File: config.mk
export PLATFORM = sky130hd
export DESIGN_NAME = seq_mul32
export DESIGN_NICKNAME = d
export VERILOG_FILES = /design/src/rtl/seq_mul32_pkg.sv /design/src/rtl/seq_mul32_rca32.sv /design/src/rtl/seq_mul32.sv
export SDC_FILE = /design/constraint.sdc
export NUM_CORES = 1
export LEC_CHECK = 0
export ABC_AREA = 0
export CAP_MARGIN = 30
export CORE_MARGIN = 2
export CORE_UTILIZATION = 36
export CTS_BUF_LIST = sky130_fd_sc_hd__clkbuf_2 sky130_fd_sc_hd__clkbuf_4 sky130_fd_sc_hd__clkbuf_8
export CTS_CLUSTER_DIAMETER = 50
export CTS_CLUSTER_SIZE = 14
export DETAILED_ROUTE_END_ITERATION = 8
export DONT_BUFFER_PORTS = 1
export SLEW_MARGIN = 20
export SYNTH_ARGS = -nofsm -noshare
export SYNTH_HDL_FRONTEND = slang
export SYNTH_SLANG_ARGS = --single-unit
File: constraint.sdc
create_clock -name clk -period 11.3 [get_ports clk]
set_input_delay 1.695 -clock clk [delete_from_list [all_inputs] [get_ports clk]]
set_output_delay 1.695 -clock clk [all_outputs]
set_load 0.03 [all_outputs]
File: src/rtl/seq_mul32_pkg.sv
// seq_mul32_pkg: shared widths and FSM state encoding for the sequential multiplier.
package seq_mul32_pkg;
  localparam int OP_W = 32;
  localparam int PROD_W = 64;
  localparam int CNT_W = 6;
  typedef enum logic [1:0] {IDLE, RUN, DONE} state_t;
endpackage

File: src/rtl/seq_mul32_rca32.sv
// seq_mul32_rca32: 32-bit ripple-carry adder with carry-in and carry-out.
import seq_mul32_pkg::*;
module seq_mul32_rca32 (
  input  logic [OP_W-1:0] a,
  input  logic [OP_W-1:0] b,
  input  logic            cin,
  output logic [OP_W-1:0] sum,
  output logic            cout
);
  logic [OP_W:0] c;
  assign c[0] = cin;
  for (genvar i = 0; i < OP_W; i++) begin : g_fa
    assign sum[i] = a[i] ^ b[i] ^ c[i];
    assign c[i+1] = (a[i] & b[i]) | (c[i] & (a[i] ^ b[i]));
  end
  assign cout = c[OP_W];
endmodule

File: src/rtl/seq_mul32.sv
// seq_mul32: shift-add 32x32 unsigned multiplier, one multiplier bit per cycle.
// Optional SEQ_MUL32_EARLY_EXIT_EN finishes once the remaining multiplier bits are all zero.
import seq_mul32_pkg::*;
module seq_mul32 (
  input  logic              clk,
  input  logic              reset,
  input  logic              start_valid,
  output logic              start_ready,
  input  logic [OP_W-1:0]   a,
  input  logic [OP_W-1:0]   b,
  output logic              done_valid,
  input  logic              done_ready,
  output logic [PROD_W-1:0] product,
  output logic              busy
);
  state_t state, state_n;
  logic [OP_W-1:0] mcand, mplr, acc_hi, sum, next_acc, next_mplr;
  logic [CNT_W-1:0] count;
  logic [PROD_W-1:0] load_val;
  logic cout, early, finish;
  seq_mul32_rca32 u_rca32 (
    .a(acc_hi),
    .b(mplr[0] ? mcand : '0),
    .cin(1'b0),
    .sum(sum),
    .cout(cout)
  );
  assign next_acc = {cout, sum[OP_W-1:1]};
  assign next_mplr = {sum[0], mplr[OP_W-1:1]};
`ifdef SEQ_MUL32_EARLY_EXIT_EN
  // Consumed multiplier bits sit at the top of mplr; shift them down to align the partial product.
  assign early = (mplr & ({OP_W{1'b1}} >> count)) == '0;
  assign load_val = early ? {acc_hi, mplr} >> (7'd32 - {1'b0, count}) : {next_acc, next_mplr};
`else
  assign early = 1'b0;
  assign load_val = {next_acc, next_mplr};
`endif
  assign start_ready = state == IDLE;
  assign done_valid = state == DONE;
  assign busy = state != IDLE;
  always_ff @(posedge clk) begin
    if (reset) state <= IDLE;
    else state <= state_n;
  end
  always_comb begin
    finish = 1'b0;
    state_n = state;
    finish = (state == RUN) && (count == 6'd31 || early);
    state_n = state == IDLE ? (start_valid ? RUN : IDLE) :
              state == RUN  ? (finish ? DONE : RUN) :
              (done_ready ? IDLE : DONE);
  end
  always_ff @(posedge clk) begin
    if (reset) begin
      mcand <= '0;
      mplr <= '0;
      acc_hi <= '0;
      count <= '0;
      product <= '0;
    end else if (state == IDLE && start_valid) begin
      mcand <= a;
      mplr <= b;
      acc_hi <= '0;
      count <= '0;
    end else if (state == RUN) begin
      acc_hi <= next_acc;
      mplr <= next_mplr;
      count <= count + 1'b1;
      if (finish) product <= load_val;
    end
  end
endmodule
After elaboration in Yosys (flattened, before gate mapping)
Cells that the tools add are included.
- add/sub/neg operators: 1
- equal/unequal tests: 3
- muxes and demuxes: 8
- bitwise gates (word level): 158
- reduce and logical (&&, ||, !) cells: 7
- operators with widths (cell ; count):
    two-way mux 32 bit ; 3
    AND 1 bit ; 63
    XOR 1 bit ; 63
    bitwise OR 1 bit ; 31
    two-way mux 2 bit ; 4
    adder 6 x 1 -> 6 bit, second input constant ; 1
    == test 6 x 5 -> 1 bit, second input constant ; 1
    nonzero test 2 bit ; 2
    AND reduction 3 bit ; 1
    == test 2 x 1 -> 1 bit, second input constant ; 1
    == test 2 bit, second input constant ; 1
    logical AND 1 bit ; 2
    logical NOT 2 bit ; 1
    OR reduction 2 bit ; 1
    two-way mux 1 bit ; 1
    inverter 1 bit ; 1
- register bits: 168
- input bits: 68
- output and inout port bits: 67
- word-level logic and storage cells: 183

Depth between registers and ports, before layout
- depth in word-level cells: 64
- mapped depth: 42
- gate-level depth less buffers: 41

Modules after synthesis
Synthesis repeated with hierarchy kept, for this count alone.
- cells, all modules: 856
- area, all modules: 8082.8 um^2
- modules (own cells, without submodules) (module ; times used ; cells each ; area each (um^2) ; sequential area each (um^2)):
    seq_mul32 ; 1 ; 814 ; 7404.6 ; 3363.2
    seq_mul32_rca32 ; 1 ; 42 ; 678.2 ; 0.0

Worst setup path before layout
Ideal clock, no wire load.
- kind: flip-flop to flip-flop
- start point: reg mplr[0]
- end point: reg product[62]
- library setup time: 0.080 ns
- arrival time: 12.389 ns
- data required time: 11.220 ns
- path slack: -1.169 ns
- stages on the path, launching flop included: 43
- buffers on the path: 1
- clock period less this slack: 12.469 ns
- cells stage by stage: dfxtp_1 clkbuf_1 and2_1 ha_1 inv_1 fa_1 fa_1 inv_1 fa_1 fa_1 fa_1 fa_1 fa_1 fa_1 fa_1 fa_1 fa_1 fa_1 [... 7 more ...] fa_1 fa_1 fa_1 fa_1 fa_1 fa_1 fa_1 fa_1 fa_1 fa_1 fa_1 fa_1 fa_1 inv_1 fa_1 inv_1 nor3_1 a211oi_2
- cells in the longest elaborated chain, start to end: 63
- elaborated cells between the ends (all ways): 124
- classes of those cells: 1 x mux; 123 x bitwise
- RTL lines (item ; line ; text):
    start, declared ; seq_mul32.sv:17 ; logic [OP_W-1:0] mcand, mplr, acc_hi, sum, next_acc, next_mplr;
    start signal, assigned ; seq_mul32.sv:67 ; mplr <= next_mplr;
    two-way mux 32 bit * ; seq_mul32.sv:23 ; .b(mplr[0] ? mcand : '0),
    AND 1 bit or XOR 1 bit (tied branches) ; seq_mul32_rca32.sv:14 ; assign c[i+1] = (a[i] & b[i]) | (c[i] & (a[i] ^ b[i]));
    AND 1 bit ; seq_mul32_rca32.sv:14 ;
    bitwise OR 1 bit ; seq_mul32_rca32.sv:14 ;
    AND 1 bit ; seq_mul32_rca32.sv:14 ;
    bitwise OR 1 bit ; seq_mul32_rca32.sv:14 ;
    AND 1 bit ; seq_mul32_rca32.sv:14 ;
    bitwise OR 1 bit ; seq_mul32_rca32.sv:14 ;
    [... 47 more ...] ; -- ;
    bitwise OR 1 bit ; seq_mul32_rca32.sv:14 ;
    AND 1 bit ; seq_mul32_rca32.sv:14 ;
    bitwise OR 1 bit ; seq_mul32_rca32.sv:14 ;
    AND 1 bit ; seq_mul32_rca32.sv:14 ;
    bitwise OR 1 bit ; seq_mul32_rca32.sv:14 ;
    AND 1 bit ; seq_mul32_rca32.sv:14 ;
    bitwise OR 1 bit ; seq_mul32_rca32.sv:14 ;
    XOR 1 bit * ; seq_mul32_rca32.sv:13 ; assign sum[i] = a[i] ^ b[i] ^ c[i];
    end signal, assigned ; seq_mul32.sv:69 ; if (finish) product <= load_val;
    end, declared ; seq_mul32.sv:13 ; output logic [PROD_W-1:0] product,
Mark *: on every way between the ends. The rest lies on a longest branch, timed or not.
A chain may end at the register's enable or synchronous reset.

Final worst setup path
- start point: reg mcand[0]
- end point: reg product[62]
- cells in the longest elaborated chain, start to end: 63
- RTL lines (item ; line ; text):
    start, declared ; seq_mul32.sv:17 ;
    start signal, assigned ; seq_mul32.sv:55 ; mcand <= '0;
    start signal, assigned ; seq_mul32.sv:61 ; mcand <= a;
    two-way mux 32 bit ; seq_mul32.sv:23 ;
    AND 1 bit (2 in series) ; seq_mul32_rca32.sv:14 ;
    bitwise OR 1 bit ; seq_mul32_rca32.sv:14 ;
    AND 1 bit ; seq_mul32_rca32.sv:14 ;
    bitwise OR 1 bit ; seq_mul32_rca32.sv:14 ;
    AND 1 bit ; seq_mul32_rca32.sv:14 ;
    bitwise OR 1 bit ; seq_mul32_rca32.sv:14 ;
    AND 1 bit ; seq_mul32_rca32.sv:14 ;
    [... 46 more ...] ; -- ;
    bitwise OR 1 bit ; seq_mul32_rca32.sv:14 ;
    AND 1 bit ; seq_mul32_rca32.sv:14 ;
    bitwise OR 1 bit ; seq_mul32_rca32.sv:14 ;
    AND 1 bit ; seq_mul32_rca32.sv:14 ;
    bitwise OR 1 bit ; seq_mul32_rca32.sv:14 ;
    AND 1 bit ; seq_mul32_rca32.sv:14 ;
    bitwise OR 1 bit ; seq_mul32_rca32.sv:14 ;
    XOR 1 bit ; seq_mul32_rca32.sv:13 ;
No other way between the ends.

==> run summary <==
FMAX -> 86.0 MHz
crit-path max cell delay -> 0.44 ns
top cells by area, synth -> dfxtp_1, fa_1, nor4b_1
sequential area share after synthesis -> 0.457
first-pass GRT wire length -> 30.3 mm
Async SR Flop Fraction -> 0
Worst setup EP type -> flop
slowest CP cell -> fa_2
I/O pin count -> 135
Critical Path RT -> 11.69 ns
top_reg_cell synth -> dfxtp_1
Slew @ Worst Pin -> 0.876 ns
CP most frequent cell -> fa_2
Post-DP Area -> 0.00750 mm^2
period utilization -> 1.03
Die W -> 147 um
max-cap violations -> 0
CTS tree -> yes
grt ovf -> 0
met2 GRT Util -> 0.263
post-synthesis cell area -> 0.00736 mm^2
syn_nets -> 845
Max IR drop VDD -> 0.0000657 V
synth unique cells -> 33
PD cells -> 143 mW/mm^2
Residual DRC -> 0
FP Rows -> 52
reg2reg path depth -> 41
most used routing layer -> met2
drt initial violations -> 246
initial antenna violation count -> 0
Hold Crit Start -> acc_hi[2]
Hold Path End -> acc_hi[2]
wirelength, routed -> 18.7 mm
Clock Tree Buf Depth -> 2
gr usage total -> 0.176
Syn. warnings -> 0
Synth top area share -> 0.457
GR Util met1 -> 0.249
Inserted Clock Buffers -> 17
DPL Wire Length -> 11.5 mm
CP Max Fanout -> 2
R2R setup slack -> -0.33 ns
clock slew seen by the registers of the worst setup and hold paths -> 0.09 ns
Pins Over Slew Limit -> 0
Hold Path Cell Cnt -> 2
Vias/cell -> 5.44
Cells after Synth -> 744
RSZ-0062 raised after global routing -> true
fin worst setup slack -> -0.330 ns
worst skew pair latency -> 0.46 ns
reg2reg end -> product[62]
CTS root buf -> clkbuf_8
status -> finished with violations
final net count -> 805
worst setup path start -> mcand[0]
IO buf count -> 0
core region area -> 0.0202 mm^2
antenna viol nets, final -> 0
post-synthesis register bit count -> 168
full die area -> 0.0216 mm^2
post-synth top area cell -> dfxtp_1
total number of vias -> 5371
failing checks -> negative setup slack
count leader, synth -> dfxtp_1
Worst Path Buf+Inv -> 6
hold buffers post-CTS -> 0
Die Y -> 147 um
Initial DRT Pass Iterations -> 6
Max transition margin -> 0.416
static leakage -> 2.77 nW
nature of the critical path startpoint -> flop
Hold Crit Class -> reg -> reg
Mapped Avg Cell Area -> 9.90 um^2
M3 GR Usage -> 0.0556
worst r2r src -> mcand[0]
H-tree Lvls -> 4
wire per inst -> 18.9 um
Util after Layout -> 0.394
largest net degree at the start of global routing -> 100
Setup violations, final -> 5
ratio of cells with drive above 1 in the final layout -> 0.173
Design Area, Final -> 0.00795 mm^2
final hold vios -> 0
crit path DAT -> 12.02 ns
top cell family by delay on the critical path -> adder cells
gpl congestion -> 0.783
Antenna Cells -> 0
Post-synth EDFFs -> 0
Synth top cells by count -> dfxtp_1, a21oi_1, nand2_1
worst-case clock skew -> 0.0151 ns
starting density of the core -> 0.365
Area Growth Syn to Fin -> 7.94%
vias in the first global route -> 5238
Final Critical Period -> 11.63 ns
Setup CP Type -> reg -> reg
clk sink count -> 168
==> area by class of cell <==
| cell class | instances | area, um^2 |
|---|---|---|
| repair buffers | 14 | 109 |
| well taps | 270 | 338 |
| multi-input cells | 479 | 3660 |
| flip-flops and latches | 168 | 3370 |
| clock buffers | 22 | 290 |
| clock inverters | 10 | 95.1 |
| fillers | 2030 | 12200 |
| inverters | 24 | 90.1 |
==> state kept, by name, summed over array words and instances, names as in the netlist <==
| name | count |
|---|---|
| state | 2 |
| mplr | 32 |
| acc_hi | 32 |
| count | 6 |
| product | 64 |
| mcand | 32 |
==> how the worst max path moves through the flow <==
stage | endpoint | slack [ns] | depth (start not counted)
after CTS | product[62] | -0.32 | 41
after global placement | product[62] | -0.30 | 41
after global routing | product[62] | -0.67 | 41
final | product[62] | -0.33 | 41
after floorplan | product[62] | -0.14 | 42
after detailed placement | product[62] | -0.31 | 41
==> tightest hold or removal path, cell delays in order (launching register included) <==
cell and delay (ns):
dfxtp_1 0.32, nand2_1 0.05, a21oi_1 0.05
==> kinds of logic after synthesis <==
family | synth area share
flip-flops | 0.457
multiplexers | 0.0435
AND/OR/NAND/NOR | 0.165
XOR/XNOR | 0.00238
AO/OA/AOI/OAI | 0.182
buffers and inverters | 0.0630
adder cells (fa/ha/maj) | 0.0877
==> layer usage <==
metal,wire length (um),vias up
li1,-,2569
met1,8890,2627
met2,8320,163
met3,1260,12
met4,181,0
met5,0,-
==> power breakdown <==
group          switching (W)  internal (W)
registers          0.0000143      0.000612
logic              0.0000492     0.0000339
clock network       0.000229      0.000197
==> timing repair <==
| action | in CTS | in global routing |
|---|---|---|
| resized for setup | 14 | 4 |
| hold endpoints to repair | 0 | 0 |
| buffers inserted | 2 | 0 |
| setup endpoints to repair | 4 | 7 |
| pin swaps | 3 | 1 |
==> cells in the final DEF (no fill, tap or decap), drive strengths merged <==
| cell type | n |
|---|---|
| nor4b | 59 |
| o22ai | 32 |
| nand3b | 1 |
| nand3 | 1 |
| dfxtp | 168 |
| ha | 2 |
| clkbuf | 22 |
| clkinv | 6 |
| nor3b | 1 |
| nand2 | 62 |
| mux2i | 32 |
| and2 | 28 |
| o21ai | 35 |
| inv | 25 |
| o21ba | 1 |
| or2 | 2 |
| nor2 | 42 |
| xnor2 | 2 |
| or3 | 3 |
| bufinv | 1 |
| nor3 | 5 |
| clkinvlp | 2 |
| buf | 14 |
| a21oi | 65 |
| a31o | 59 |
| nand4b | 2 |
| a211oi | 10 |
| fa | 31 |
| nor2b | 1 |
| nand2b | 3 |
==> through the flow <==
step           setup TNS (ns)  worst slack [ns]  total power (W)  instances  hold slack (ns)
2_1_floorplan          -0.209            -0.140         0.000707        744            0.434
3_3_place_gp           -0.640            -0.295         0.000721        953            0.443
3_5_place_dp           -0.738            -0.307         0.000722        953            0.451
4_1_cts                -0.796            -0.318          0.00115        987            0.463
5_1_grt                 -2.78            -0.673          0.00118        987            0.480
6_report               -0.883            -0.330          0.00114        987            0.463
(Power assumes the default switching activity.)
